==> src/rtl/vga_timing_gen.sv <==
// 640x480@60 pixel timing source: DrawX/DrawY counters, display enable and
// sync pulses delayed to line up with renderer RGB, plus line/frame strobes
// and a free-running frame counter.
module vga_timing_gen #(
    parameter int unsigned H_VISIBLE  = 640,
    parameter int unsigned H_FRONT    = 16,
    parameter int unsigned H_SYNC     = 96,
    parameter int unsigned H_BACK     = 48,
    parameter int unsigned V_VISIBLE  = 480,
    parameter int unsigned V_FRONT    = 10,
    parameter int unsigned V_SYNC     = 2,
    parameter int unsigned V_BACK     = 33,
    parameter int unsigned PIPE_DELAY = 2
) (
    input  logic       vga_clk,
    input  logic       reset_n,
    output logic [9:0] DrawX,
    output logic [9:0] DrawY,
    output logic       blank,
    output logic       hs,
    output logic       vs,
    output logic       line_start,
    output logic       frame_start,
    output logic [7:0] frame_count
);

    localparam int unsigned H_TOTAL = H_VISIBLE + H_FRONT + H_SYNC + H_BACK;
    localparam int unsigned V_TOTAL = V_VISIBLE + V_FRONT + V_SYNC + V_BACK;

    localparam logic [9:0] HLast    = 10'(H_TOTAL - 1);
    localparam logic [9:0] VLast    = 10'(V_TOTAL - 1);
    localparam logic [9:0] HVis     = 10'(H_VISIBLE);
    localparam logic [9:0] VVis     = 10'(V_VISIBLE);
    localparam logic [9:0] HSyncBeg = 10'(H_VISIBLE + H_FRONT);
    localparam logic [9:0] HSyncEnd = 10'(H_VISIBLE + H_FRONT + H_SYNC);
    localparam logic [9:0] VSyncBeg = 10'(V_VISIBLE + V_FRONT);
    localparam logic [9:0] VSyncEnd = 10'(V_VISIBLE + V_FRONT + V_SYNC);

    logic [9:0] hc_q, hc_d;
    logic [9:0] vc_q, vc_d;
    logic       h_wrap, v_wrap;
    logic       blank_raw, hs_raw, vs_raw;
    logic       line_start_q, frame_start_q;
    logic [7:0] frame_count_q;

    // Next counter position and raw timing decode of the current position.
    always_comb begin
        h_wrap = (hc_q == HLast);
        v_wrap = (vc_q == VLast);
        hc_d   = hc_q + 10'd1;
        vc_d   = vc_q;
        if (h_wrap) begin
            hc_d = 10'd0;
            vc_d = v_wrap ? 10'd0 : vc_q + 10'd1;
        end
        blank_raw = (hc_q < HVis) && (vc_q < VVis);
        hs_raw    = !((hc_q >= HSyncBeg) && (hc_q < HSyncEnd));
        vs_raw    = !((vc_q >= VSyncBeg) && (vc_q < VSyncEnd));
    end

    // Pixel/line counters and the strobes that mark a wrap into column 0.
    always_ff @(posedge vga_clk or negedge reset_n) begin
        if (!reset_n) begin
            hc_q          <= 10'd0;
            vc_q          <= 10'd0;
            line_start_q  <= 1'b0;
            frame_start_q <= 1'b0;
            frame_count_q <= 8'd0;
        end else begin
            hc_q          <= hc_d;
            vc_q          <= vc_d;
            line_start_q  <= h_wrap;
            frame_start_q <= h_wrap && v_wrap;
            if (h_wrap && v_wrap) begin
                frame_count_q <= frame_count_q + 8'd1;
            end
        end
    end

    if (PIPE_DELAY == 0) begin : g_comb
        assign blank = blank_raw;
        assign hs    = hs_raw;
        assign vs    = vs_raw;
    end else begin : g_pipe
        // Bit 0 holds the newest sample; the oldest drives the outputs.
        logic [PIPE_DELAY-1:0] blank_q, hs_q, vs_q;

        // Delay line advancing every clock, reset to the inactive levels.
        always_ff @(posedge vga_clk or negedge reset_n) begin
            if (!reset_n) begin
                blank_q <= '0;
                hs_q    <= '1;
                vs_q    <= '1;
            end else begin
                blank_q <= PIPE_DELAY'({blank_q, blank_raw});
                hs_q    <= PIPE_DELAY'({hs_q, hs_raw});
                vs_q    <= PIPE_DELAY'({vs_q, vs_raw});
            end
        end

        assign blank = blank_q[PIPE_DELAY-1];
        assign hs    = hs_q[PIPE_DELAY-1];
        assign vs    = vs_q[PIPE_DELAY-1];
    end

    assign DrawX       = hc_q;
    assign DrawY       = vc_q;
    assign line_start  = line_start_q;
    assign frame_start = frame_start_q;
    assign frame_count = frame_count_q;

endmodule

==> config.mk <==
export PLATFORM = sky130hd
export DESIGN_NAME = vga_timing_gen
export DESIGN_NICKNAME = d
export VERILOG_FILES = /design/src/rtl/vga_timing_gen.sv
export SDC_FILE = /design/constraint.sdc
export NUM_CORES = 1
export LEC_CHECK = 0
export BUFFER_PORTS_ARGS = -buffer_cell sky130_fd_sc_hd__buf_2
export CAP_MARGIN = 20
export CELL_PAD_IN_SITES_DETAIL_PLACEMENT = 0
export CELL_PAD_IN_SITES_GLOBAL_PLACEMENT = 1
export CORE_UTILIZATION = 45
export DETAILED_ROUTE_END_ITERATION = 6
export PLACE_DENSITY_LB_ADDON = 0.1
export SETUP_SLACK_MARGIN = 0.05
export SLEW_MARGIN = 20
export SYNTH_ARGS = -nofsm -noshare
export SYNTH_HDL_FRONTEND = slang
export SYNTH_SLANG_ARGS = --single-unit
==> constraint.sdc <==
create_clock -name vga_clk -period 3.73 [get_ports vga_clk]
set_input_delay 0.9325 -clock vga_clk [delete_from_list [all_inputs] [get_ports vga_clk]]
set_output_delay 0.9325 -clock vga_clk [all_outputs]
set_load 0.005 [all_outputs]
# Word level (Yosys, flattened, before mapping)

Index checks and enable logic that the tools add are counted.

Bitwise gates (word level): 0
Multiply operators: 0
Eq/ne operators: 2
Shift-type cells: 0
Reductions and logical operators: 6
Add/sub/neg operators: 3
Multiplexer cells: 2
Magnitude comparators: 6
Div/mod/pow operators: 0

Operators by type and width:

| kind                                                                           | number |
|---|---|
| 10-bit by 1-bit adder with 10-bit output (second input constant)               | 2 |
| 10-bit equality test (second input constant)                                   | 2 |
| 10-bit less-than comparator (second input constant)                            | 2 |
| 10-bit by 9-bit less-than comparator with 1-bit output (second input constant) | 2 |
| 10-bit two-way mux                                                             | 2 |
| 10-bit >= comparator (second input constant)                                   | 1 |
| 10-bit by 9-bit >= comparator with 1-bit output (second input constant)        | 1 |
| 8-bit by 1-bit adder with 8-bit output (second input constant)                 | 1 |
| 1-bit logical AND                                                              | 4 |
| 1-bit logical NOT                                                              | 2 |

Bits in registers: 36
Output and inout port bits: 33
Bits in latches: 0
Logic and storage cells: 27
Input bits: 2
ROM bits: 0
Bits in writable memories: 0
Memories: 0

# Longest topological paths before layout

Word-level depth: 3
Mapped depth: 7
Depth with buffers taken out: 6

# Least setup slack after synthesis

OpenSTA, ideal clock, no wires.

Path type: reg2reg
Start point: register hc_q[0], in the netlist DrawX[0]
End point: register frame_count_q[1], in the netlist frame_count[1]
Stages on the path, launching flop included: 6
Setup time: 125 ps
Path slack: 1755 ps
Data arrival time: 1850 ps
Period minus slack after synthesis: 1975 ps
Required time: 3605 ps
Cell sequence: dfrtp_1 -> ha_1 -> nand4_1 -> or3_4 -> nor2_1 -> mux2_2

Longest elaborated chain between the ends: 2

Ends and longest elaborated chain:

| item                     | RTL line | source |
|---|---|---|
| start: declaration       | 39       | `logic [9:0] hc_q, hc_d;` |
| start signal: assignment | 64       | `hc_q <= 10'd0;` |
| start signal: assignment | 70       | `hc_q <= hc_d;` |
| 10-bit equality test     | 48       | `h_wrap = (hc_q == HLast);` |
| 1-bit logical AND        | 74       | `if (h_wrap && v_wrap) begin` |
| end signal: assignment   | 75       | `frame_count_q <= frame_count_q + 8'd1;` |
| end: declaration         | 44       | `logic [7:0] frame_count_q;` |

No other way between the ends.
A chain may end at the register's enable or synchronous reset.

# Worst setup path in the final report

Start point: register vc_q[1], in the netlist DrawY[1]
End point: register frame_count_q[1], in the netlist frame_count[1]

Longest elaborated chain between the ends: 2

Ends and longest elaborated chain:

| item                     | RTL line | source |
|---|---|---|
| start: declaration       | 40       | `logic [9:0] vc_q, vc_d;` |
| start signal: assignment | 71       | `vc_q <= vc_d;` |
| 10-bit equality test     | 49       | `v_wrap = (vc_q == VLast);` |
| 1-bit logical AND        | 74       |  |

No other way between the ends.

==> results.md <==
* First-pass GRT wire length at between 5 and 6 mm
* 1st-pass router iterations at 4
* Total gr overflow at 0
* Syn-to-layout area delta at 16.4%
* Max cap viols at 0
* DR WL/cell at 13.9 µm
* Crit path max fanout at 11
* Pin count of the biggest net entering global routing at 37
* DRC viols at 0
* Register bit total from synthesis at 36
* CTS Hold Bufs at 0
* Rel. slew slack at 0.490
* Library cells used by synthesis at 30
* Hold Crit Class: register to register
* Antenna viol nets, final at 0
* Comb power frac at 0.012
* Setup Total Neg Slack at 0 ns
* Drt first-iter violations at 37
* Post-DP HPWL at approximately 2.2 mm
* CP Class: register to register
* RSZ-0062 raised after global routing: false
* Htree depth at 2
* IO buf count at 34
* CP required at between 3 and 4 ns
* Starting Density at 0.481
* Clock power share at 0.366
* Root buf cell: clkbuf_4
* Net switching power at 0.000130 W
* Cts bufs inserted at 5
* Layout Cells excl Fill at 229
* Placer Congestion at 0.716
* Total number of yosys warnings at 0
* Final WL at approximately 3.2 mm
* Worst Skew at 0.00938 ns
* Critical Path AT at between 2 and 3 ns
* Post-placement cell count at 222
* Setup violators final at 0
* Leakage Power at around 1 nW
* Die Y at approximately 62 µm
* Post CTS Setup Buffer Count at 0
* Post-synthesis cell count at approximately 150
* CTS tree: yes
* PostCTS Resize Cnt at 0
* Vias in the first global route at 1,171
* Reg clk slew, reported paths at 0.11 ns
* Longest Clk Path Bufs at 2
* Peak VDD IR at approximately 0.00019 V
* Num ports at 35
* Flop pwr share at 0.622
* Drt via density at 5.21
* Fin nets at 190
* Skew-Pair Late Insertion Delay at 0.34 ns
* Core box area at 3420 µm²
* Cell area after synthesis at about 1600 µm²
* Net count after synthesis at about 150
* Sequential area share after synthesis at 0.551
* Critical Path Sink Type: register
* Final hold vios at 0
* Power Dens Cells at ~330 nW/µm²
* Antenna cell count at 0
* Design internal power at 0.000497 W
* GRT Total Usage at 0.186
* Status: finished, final reports clean
* Sw Ratio at 0.207
* Num rows at 21
* Share of layout cells above drive strength 1 at 0.290
* FMAX at 427 MHz
* Die Wd at between 60 and 70 µm
* # fillers at between 300 and 400
* Final min period at ~2.3 ns
* Vias post-DR at 1,194
* Most frequent cells in the layout: buf_2 (34), dfrtp_1 (32), nand3_1 (12), xor2_1 (12), nand2_1 (11)
* Mapped Avg Cell Area at 11.3 µm²
* Fin crit share at 0.628
* Full die area at 3900 µm²
* Most common cell after layout, fill and taps aside: buf_2
* Least-Margin Pin Slew at roughly 0.76 ns
* Initial antenna violation count at 0
* CTS Sinks at 36
* Worst setup SP type: register
* Count of pins over their slew limit at 0
-- routing by layer --
metal  up-vias  track usage  part of all wire
met2        27        0.281              0.47
li1        581            -                 -
met5         -            0                 0
met4         0       0.0901             0.018
met3         5       0.0566             0.045
met1       581        0.243              0.47
-- cell usage after synthesis (all sizes together) --
library cell	count	share of area
and2	2	0.0084
and3	6	0.024
buf	3	0.014
dfrtp	32	0.49
dfstp	4	0.064
ha	5	0.038
inv	7	0.016
mux2	1	0.0068
mux2i	2	0.012
nand2	11	0.025
nand3	12	0.037
nand4	7	0.027
nor2	9	0.021
nor3	7	0.021
nor4	4	0.032
nor4b	2	0.011
nor4bb	1	0.0061
o21a	3	0.014
o21ai	4	0.012
o311ai	1	0.0053
o31ai	1	0.0046
or3	2	0.014
xnor2	7	0.037
xor2	12	0.064
-- worst max-delay path, stage by stage (launching register included) --
cell and delay, ns:
dfrtp_1 0.43, inv_1 0.10, ha_1 0.15, nor4bb_1 0.21, nand4_1 0.47, nor2_1 0.48, mux2_2 0.38
-- kinds of logic (layout without fill, tap and decap cells) --
logic type	Yosys count	count (layout)	synth area share
and+or+nand+nor	63	63	0.225
DFF	36	36	0.551
xor gates and xnor gates	19	19	0.101
buffers and inverters	10	48	0.0304
AOI/OAI and AO/OA	9	9	0.0358
adders and majority gates	5	5	0.0381
muxes	3	3	0.0190
-- state kept, by name, summed over array words and instances (netlist names) --
| register | count |
|---|---|
| line_start | 1 |
| g_pipe.blank_q | 2 |
| frame_count | 8 |
| DrawY | 10 |
| frame_start | 1 |
| g_pipe.hs_q | 2 |
| g_pipe.vs_q | 2 |
| DrawX | 10 |
-- path summary, 6_finish.rpt --
check | from | to | slack (ns) | cells after the start
worst max-delay path | DrawY[1] | frame_count[1] | 1.39 | 6
worst min-delay path | g_pipe.hs_q[0] | g_pipe.hs_q[1] | 0.36 | 0
worst max register to register | DrawY[1] | frame_count[1] | 1.39 | 6
worst min register to register | g_pipe.hs_q[0] | g_pipe.hs_q[1] | 0.36 | 0
max in group asynchronous | reset_n | DrawX[3] | 2.59 | 1
min in group asynchronous | reset_n | frame_count[4] | 0.65 | 1
-- power by group through the flow --
stage / registers [W] / logic (W) / clock network (W)
global placement: 0.000398 / 0.00000802 / 0
CTS: 0.000390 / 0.00000827 / 0.000236
floorplan: 0.000398 / 0.000000000321 / 0
global route: 0.000390 / 0.00000925 / 0.000256
detailed placement: 0.000398 / 0.00000825 / 0
finish: 0.000390 / 0.00000736 / 0.000229
-- metrics by stage --
stage	util	setup slack [ns]	total power, W	area, µm²	hold slack (ns)
after floorplan	-	1.76	0.000398	1640	0.331
after global placement	0.541	1.44	0.000406	1850	0.334
after detailed placement	0.541	1.41	0.000406	1850	0.343
after CTS	0.560	1.38	0.000634	1910	0.366
after global routing	0.560	1.18	0.000655	1910	0.369
final	0.560	1.39	0.000627	1910	0.363
-- area by class of cell --
type / count / area, µm² / area share
Sequential cell: 36 / 906 / 0.474
Multi-Input combinational cell: 99 / 688 / 0.360
Tap cell: 46 / 57.6 / 0.0301
Inverter: 7 / 26.3 / 0.0137
Timing Repair Buffer: 34 / 170 / 0.0889
Clock buffer: 7 / 65.1 / 0.0340
(Power assumes the default switching activity.)
